--- src/rtl/sort_engine.sv ---
// sort_engine: in-place bubble sorter for one block of DEPTH unsigned words.
//
// A block is loaded over the in_* valid/ready stream. It is then sorted in
// ascending unsigned order, one compare-and-swap per cycle, through a single
// sltu comparator. The sorted block is drained over the out_* stream.
//
// Ports
//   clk        clock, rising edge
//   rst        asynchronous reset, active high
//   in_valid   upstream word valid
//   in_data    upstream word (unsigned, N bits)
//   in_ready   engine accepts a word (LOAD phase)
//   out_valid  sorted word valid (OUT phase)
//   out_data   sorted word
//   out_last   final word of the block
//   out_ready  downstream accepts the word
//   busy       sorting or draining
//
// Every output is decoded from registered state only. No input reaches an
// output combinationally.

// Unsigned strict less-than: out = (a < b).
module sltu #(
    parameter int N = 32
) (
    input  logic [N-1:0] a,
    input  logic [N-1:0] b,
    output logic         out
);
    assign out = (a < b);
endmodule

module sort_engine #(
    parameter int N     = 32,
    parameter int DEPTH = 8
) (
    input  logic         clk,
    input  logic         rst,
    input  logic         in_valid,
    input  logic [N-1:0] in_data,
    output logic         in_ready,
    output logic         out_valid,
    output logic [N-1:0] out_data,
    output logic         out_last,
    input  logic         out_ready,
    output logic         busy
);
    localparam int            KW    = (DEPTH > 2) ? $clog2(DEPTH) : 1;
    localparam logic [KW-1:0] KLAST = KW'(DEPTH - 1);
    localparam logic [KW-1:0] JLAST = KW'(DEPTH - 2);

    typedef enum logic [1:0] {LOAD, SORT, OUT} state_t;

    state_t        state, state_n;
    logic [N-1:0]  sbuf [DEPTH];
    logic [KW-1:0] k, j, p, j1;
    logic          swapped;
    logic          lt;
    logic          pass_end, sort_done;
    logic          in_fire, out_fire;

    assign j1 = j + KW'(1);

    // The single comparator: the upper neighbour strictly below the lower one
    // means this pair is out of order. Equal words never swap.
    sltu #(.N(N)) u_cmp (
        .a   (sbuf[j1]),
        .b   (sbuf[j]),
        .out (lt)
    );

    assign in_fire  = in_valid && in_ready;
    assign out_fire = out_valid && out_ready;
    assign pass_end = (j == JLAST);
    // This cycle's swap counts toward the pass. A pass with no swaps means
    // the block is already ordered. After DEPTH-1 passes the block is
    // ordered regardless.
    assign sort_done = pass_end && (!(swapped || lt) || (p == JLAST));

    always_ff @(posedge clk or posedge rst) begin
        if (rst) state <= LOAD;
        else     state <= state_n;
    end

    always_comb begin
        state_n   = state;
        in_ready  = 1'b0;
        out_valid = 1'b0;
        out_last  = 1'b0;
        busy      = 1'b0;
        out_data  = sbuf[k];
        case (state)
            LOAD: begin
                in_ready = 1'b1;
                if (in_valid && (k == KLAST)) state_n = SORT;
            end
            SORT: begin
                busy = 1'b1;
                if (sort_done) state_n = OUT;
            end
            OUT: begin
                busy      = 1'b1;
                out_valid = 1'b1;
                out_last  = (k == KLAST);
                if (out_ready && (k == KLAST)) state_n = LOAD;
            end
            default: state_n = LOAD;
        endcase
    end

    // Index and pass bookkeeping.
    always_ff @(posedge clk or posedge rst) begin
        if (rst) begin
            k       <= '0;
            j       <= '0;
            p       <= '0;
            swapped <= 1'b0;
        end else begin
            case (state)
                LOAD: if (in_fire) begin
                    if (k == KLAST) begin
                        k       <= '0;
                        j       <= '0;
                        p       <= '0;
                        swapped <= 1'b0;
                    end else begin
                        k <= k + KW'(1);
                    end
                end
                SORT: begin
                    if (!pass_end) begin
                        j       <= j + KW'(1);
                        swapped <= swapped | lt;
                    end else if (!sort_done) begin
                        j       <= '0;
                        p       <= p + KW'(1);
                        swapped <= 1'b0;
                    end
                end
                OUT: if (out_fire) begin
                    k <= (k == KLAST) ? '0 : k + KW'(1);
                end
                default: ;
            endcase
        end
    end

    // Buffer contents are don't-care after reset, so the buffer has no reset.
    always_ff @(posedge clk) begin
        if (state == LOAD && in_fire) begin
            sbuf[k] <= in_data;
        end else if (state == SORT && lt) begin
            sbuf[j]  <= sbuf[j1];
            sbuf[j1] <= sbuf[j];
        end
    end
endmodule

--- config.mk ---
export PLATFORM = sky130hd
export DESIGN_NAME = sort_engine
export DESIGN_NICKNAME = d
export VERILOG_FILES = /design/src/rtl/sort_engine.sv
export SDC_FILE = /design/constraint.sdc
export NUM_CORES = 1
export LEC_CHECK = 0
export ABC_AREA = 1
export BUFFER_PORTS_ARGS = -buffer_cell sky130_fd_sc_hd__buf_2
export CAP_MARGIN = 20
export CORE_ASPECT_RATIO = 0.8
export CORE_MARGIN = 4
export CORE_UTILIZATION = 35
export DETAILED_ROUTE_END_ITERATION = 10
export PLACE_DENSITY = 0.52
export SLEW_MARGIN = 15
export SYNTH_ARGS = -nofsm -noshare
export SYNTH_HDL_FRONTEND = slang
export SYNTH_SLANG_ARGS = --single-unit
--- constraint.sdc ---
create_clock -name clk -period 7.3 [get_ports clk]
set_input_delay 0.365 -clock clk [delete_from_list [all_inputs] [get_ports clk]]
set_output_delay 0.365 -clock clk [all_outputs]
set_load 0.01 [all_outputs]
==> results.md, run 1 <==
* Syn nets at 2657
* Worst Hold Class: primary input to register
* Final wirelength at 71500 um
* Initial Util at 35.7%
* Critical path arrival at roughly 6.8 ns
* GRT Util Overall at 23.5%
* Critical path type: register to register
* Max cap viols at 0
* Final Max Tran Viols at 0
* Synthesized cell area at 19400 um2
* Achievable frequency at 0.152 GHz
* Synth warnings at 0
* DR vias/cell at 5.80
* H-tree level count at 2
* Die width at 271 um
* DR WL/cell at 21.8 um
* Synthesis-to-layout area growth at 10.4%
* Final Setup Violations at 0
* Clk slew on worst S/H paths at 0.06 ns
* Yosys reg bits at 268
* Clk_lat worst skew at 0.55 ns
* Worst Setup End Kind: register
* Worst path required time at about 7.6 ns
* Most common cell after layout, fill and taps aside: nand2_1
* Final ANT Viol Nets at 0
* Syn Inst Count at roughly 2600
* RSZ-0062 raised after global routing: no
* Share of cells above drive strength 1 at 9.01%
* Port Buf Inserts at a little over 70
* Longest Clk Path Bufs at 3
* Initial DRC count at 2498
* # IOs at 72
* Via Count at 19000
* Nets at 2593
* Status: complete, no violations
* Post-Route Setup TNS at 0 ns
* Antenna violations before repair at 0
* Die Y at between 200 and 250 um
* Critical path peak fanout at 45
* Synth unique cells at 34
* Crit share post-route at 90.0%
* Post-CTS Setup Bufs at 0
* DR pass1 iterations at 6
* Commonest non-fill, non-tap cells in the layout: 407 x nand2_1, 389 x o21ai_0, 334 x nand3_1
* Rel. slew slack at 34.8%
* CTS root buffer: clkbuf_16
* Die area at 59200 um2
* Vias in the first global route at 17900
* WHS at 0.329 ns
* Post-CTS Resized at 0
* Row cnt at 76
* Fin crit period at roughly 6.6 ns
* Mapped Avg Cell Area at 7.50 um2
* CTS tree: done
* CTS Hold Bufs at 1
* DR DRC count at 0
* CTS Sinks at 268
* First-pass GRT wire length at 108000 um
* Hpwl dp at 43700 um
* Clk_skew at 0.0311 ns
* Sequential fraction of the synthesis area at 41.3%
* GP Congestion at ~0.88
* CP Launch Type: register
* Diodes inserted at 0
* Final Hold Fails at 0
* Worst Max-Slew Pin Slew at 0.964 ns
* GR Overflow Total at 0
* Largest net degree at the start of global routing at slightly below 200
* CTS Buf Count at 35
* Core Region at 54300 um2
## stage by stage
step           area (um2)  setup WS, ns  cells  utilization, %
2_1_floorplan       19400          2.26   2581               -
3_3_place_gp        20200         0.925   3219            37.2
3_5_place_dp        20200         0.816   3219            37.2
4_1_cts             21300         0.800   3281            39.3
5_1_grt             21400         0.388   3282            39.3
6_report            21400         0.728   3282            39.3
## cells by family after synthesis
family	count (synthesis)	share of synthesized area, %
flip-flops	268	41.3
adder cells (fa/ha/maj)	40	2.59
AO/OA/AOI/OAI	953	26.2
AND/OR/NAND/NOR	892	20.5
buffers and inverters	428	9.49
## per-layer routing
metal | wire length, um | track usage (%) | part of all wire (%) | vias up
li1 | - | - | - | 9031
met3 | 5330 | 2.74 | 7.5 | 117
met4 | 1860 | 7.39 | 2.6 | 0
met2 | 32500 | 38.1 | 45 | 823
met5 | 0 | 0 | 0 | -
met1 | 31800 | 32.9 | 45 | 9066
## critical path: stages (launching register included)
cell and delay [ns]:
dfrtp_4 0.80, ha_1 0.31, inv_1 0.07, nand2_1 0.07
nand2_1 0.15, nor2_4 0.63, buf_4 0.38, a22oi_1 0.13
nand3_1 0.12, ha_1 0.25, a21oi_1 0.14, nor2_1 0.05
a211oi_1 0.20, o221ai_1 0.14, nand2_1 0.10, nand3_1 0.16
inv_1 0.16, nand4_4 0.45, inv_4 0.40, nand3_4 0.54
nand2_2 0.71, buf_12 0.28
## registers in the layout, summed over array words and instances (netlist names)
name,cells
k,3
p,3
j,3
swapped,1
sbuf,256
state,2
## cells in the mapped netlist
cell type / instances / share of area [%]
inv_1: 189 / 3.7
nand3_1: 334 / 8.6
a21oi_1: 143 / 3.7
inv_2: 3 / 0.058
ha_1: 40 / 2.6
or2_0: 26 / 0.84
o21ai_0: 389 / 10
nand4_1: 7 / 0.23
o21ai_1: 289 / 7.5
nor2_2: 2 / 0.065
clkinv_1: 2 / 0.039
edfxtp_1: 256 / 40
nand2_1: 415 / 8.0
a211oi_1: 3 / 0.12
clkbuf_1: 110 / 2.1
inv_4: 1 / 0.032
dfrtp_1: 12 / 1.6
nand3_2: 8 / 0.41
nand4_4: 1 / 0.11
nor2_1: 80 / 1.6
or2_2: 5 / 0.16
nor4b_1: 1 / 0.045
buf_1: 16 / 0.31
o221ai_1: 1 / 0.045
o211ai_1: 62 / 2.4
buf_2: 89 / 2.3
a22oi_1: 31 / 1.2
a2111oi_0: 1 / 0.045
buf_4: 5 / 0.19
buf_6: 13 / 0.76
nand2_2: 12 / 0.39
a221oi_1: 1 / 0.045
a31oi_1: 33 / 1.1
nor3_1: 1 / 0.026
## worst paths after layout
path                                     start                   end  slack (ns)  depth (start not counted)
setup / recovery              j[1]$_DFFE_PP0P_  sbuf[7][6]$_DFFE_PP_        0.73                         21
hold / removal                       out_ready      k[1]$_DFFE_PP0P_        0.33                          5
setup reg to reg              j[1]$_DFFE_PP0P_  sbuf[7][6]$_DFFE_PP_        0.73                         21
hold reg to reg            swapped$_DFFE_PP0P_   swapped$_DFFE_PP0P_        0.50                          2
max in group asynchronous                  rst      k[1]$_DFFE_PP0P_        6.49                          3
min in group asynchronous                  rst      p[0]$_DFFE_PP0P_        0.41                          3
## area by class of cell
type	instances	area (um2)
Fill cell	5622	32900
Multi-Input combinational cell	1885	9640
Tap cell	741	927
Clock inverter	19	200
Inverter	195	736
Timing Repair Buffer	132	928
Clock buffer	42	923
Sequential cell	268	8000
Power of run 1 is not shown: default switching activity piles up to over one toggle a cycle in this logic, so the estimate is an artifact.
==> run 2, diff against run 1 <==
- CAP_MARGIN: 20 -> not set
- CORE_UTILIZATION: 35 -> 30
- PLACE_DENSITY: 0.52 -> 0.47
==> results.md, run 2 (same netlist as run 1, synthesis figures left out) <==
* H-tree level count at 1
* CTS root buffer: clkbuf_16
* Critical path arrival at 6.02 ns
* Die Y at 235 um
* Die area at 68700 um2
* Final ANT Viol Nets at 0
* Achievable frequency at 0.175 GHz
* Worst path depth at 20
* WHS at 0.239 ns
* Number of buffers and inverters on the critical path at 3
* Initial DRC count at about 2200
* Worst Hold Class: primary input to register
* CP Launch Point: j[1]$_DFFE_PP0P_
* Core Region at 64100 um2
* Fin crit period at 5.71 ns
* Largest net degree at the start of global routing at 246
* R2R setup slack at approximately 1.6 ns
* Initial Util at 30.2%
* Critical path type: register to register
* DR pass1 iterations at 6
* Worst Setup End Kind: register
* Final Max Tran Viols at 0
* Reg with most FFs: sbuf
* Share of cells above drive strength 1 at under 10%
* Clk_skew at 0.0295 ns
* Max cap viols at 0
* GP Congestion at 0.821
* Rel. slew slack at 24.5%
* Critical path peak fanout at 65
* Crit-path cells: buf_4, a21oi_1, o21ai_0, o21ai_0, o21ai_1, ha_1, nand2_1, nor2_1, a211oi_1, o221ai_1, nand2_1, nand3_1, inv_1, nand4_4, nand2_1, nand2_1, nor2_1, nand2_1, nand2_2, buf_12
* Post-Route Setup TNS at 0 ns
* Crit share post-route at 78.3%
* Clk slew on worst S/H paths at 0.06 ns
* CP dominant cell by count: nand2_1
* Clk_lat worst skew at roughly 0.61 ns
* Largest delay share family, worst path: simple AND/OR/NAND/NOR gates
* Final wirelength at ~74000 um
* CTS Buf Count at 31
* Nets at 2581
* Crit path to: sbuf[4][26]$_DFFE_PP_
* Max FFs per register at around 260
* Port Buf Inserts at around 70
* Final Hold Fails at 0
* First-pass GRT wire length at 111000 um
* Worst reg2reg path startpoint: j[1]$_DFFE_PP0P_
* Die width at between 200 and 300 um
* Commonest non-fill, non-tap cells in the layout: 407 x nand2_1, 389 x o21ai_0, 334 x nand3_1
* Status: complete, no violations
* GRT Util Overall at 20.6%
* Hold_sp: out_ready
* Hpwl dp at 44200 um
* Worst path required time at 7.61 ns
* DR WL/cell at ~22 um
* Longest Clk Path Bufs at 3
* DR DRC count at 0
* CTS tree: done
* CTS Sinks at 268
* Final Setup Violations at 0
* RSZ-0062 raised after global routing: no
* R2R depth at 20
* Post-CTS Setup Bufs at 0
* Row cnt at 83
* GR Overflow Total at 0
* # IOs at 72
* Slowest stage cell on the critical path: buf_4
* Most common cell after layout, fill and taps aside: nand2_1
* Synthesis-to-layout area growth at 10.1%
* Worst Max-Slew Pin Slew at 1.13 ns
* DR vias/cell at 5.64
* Antenna violations before repair at 0
* Via Count at between 15000 and 20000
* CP Launch Type: register
* Diodes inserted at 0
* Crit path largest cell delay at 0.74 ns
* Vias in the first global route at 17600
* RR Endpoint: sbuf[4][26]$_DFFE_PP_
-- run 2: changes by cell type in the layout (fill, tap and decap cells not counted), sizes merged --
cell / previous run / this run
clkinvlp: 0 / 1
bufinv: 4 / 3
clkinv: 15 / 12
buf: 131 / 123
clkbuf: 42 / 41
-- run 2: worst register-to-register path, delay by kind of cell, from the launching register on --
family / cells / cell delay (ns)
compound gates: 6 / 1.42
fa+ha+maj: 1 / 0.35
buf+inv: 3 / 1.19
flops: 1 / 0.72
simple gates: 10 / 1.74
-- run 2: timing repair --
item / 4_1_cts / 5_1_grt
hold buffers: 1 / 0
resized for setup: 0 / 0
hold endpoints to repair: 12 / 0
-- run 2: area by class of cell --
class                      count  area (um2)
multi-input combinational   1885        9640
sequential                   268        8010
timing repair buffer         124         893
tap                          850        1060
clock buffer                  41         813
fill                        6759       42800
inverter                     195         736
clock inverter                16         163
-- run 2: per-layer routing --
metal / part of all wire [%] / wire length (um) / up-vias / track usage (%)
met5: 0 / 0 / - / 0
met3: 6.7 / 5010 / 96 / 1.86
met2: 46 / 34000 / 784 / 33.6
met1: 46 / 34100 / 9170 / 29.8
met4: 1.9 / 1400 / 0 / 4.20
li1: - / - / 9018 / -
-- run 2: per-stage QoR --
stage	utilization, %	setup slack, ns	std cells	instance area, um2
after global routing	33.3	1.26	3379	21300
final	33.3	1.59	3379	21300
after floorplan	-	2.26	2581	19400
after global placement	31.7	1.74	3321	20300
after CTS	33.3	1.63	3379	21300
after detailed placement	31.7	1.63	3321	20300
-- run 2: worst min path at each step --
| stage | cells past startpoint | slack (ns) | end |
|---|---|---|---|
| floorplan | 1 | 0.23 | j[0]$_DFFE_PP0P_ |
| global placement | 2 | 0.43 | p[0]$_DFFE_PP0P_ |
| detailed placement | 2 | 0.43 | p[0]$_DFFE_PP0P_ |
| CTS | 5 | 0.21 | k[2]$_DFFE_PP0P_ |
| global route | 5 | 0.28 | k[2]$_DFFE_PP0P_ |
| finish | 5 | 0.24 | k[2]$_DFFE_PP0P_ |
Power of run 2 is left out for the same reason.
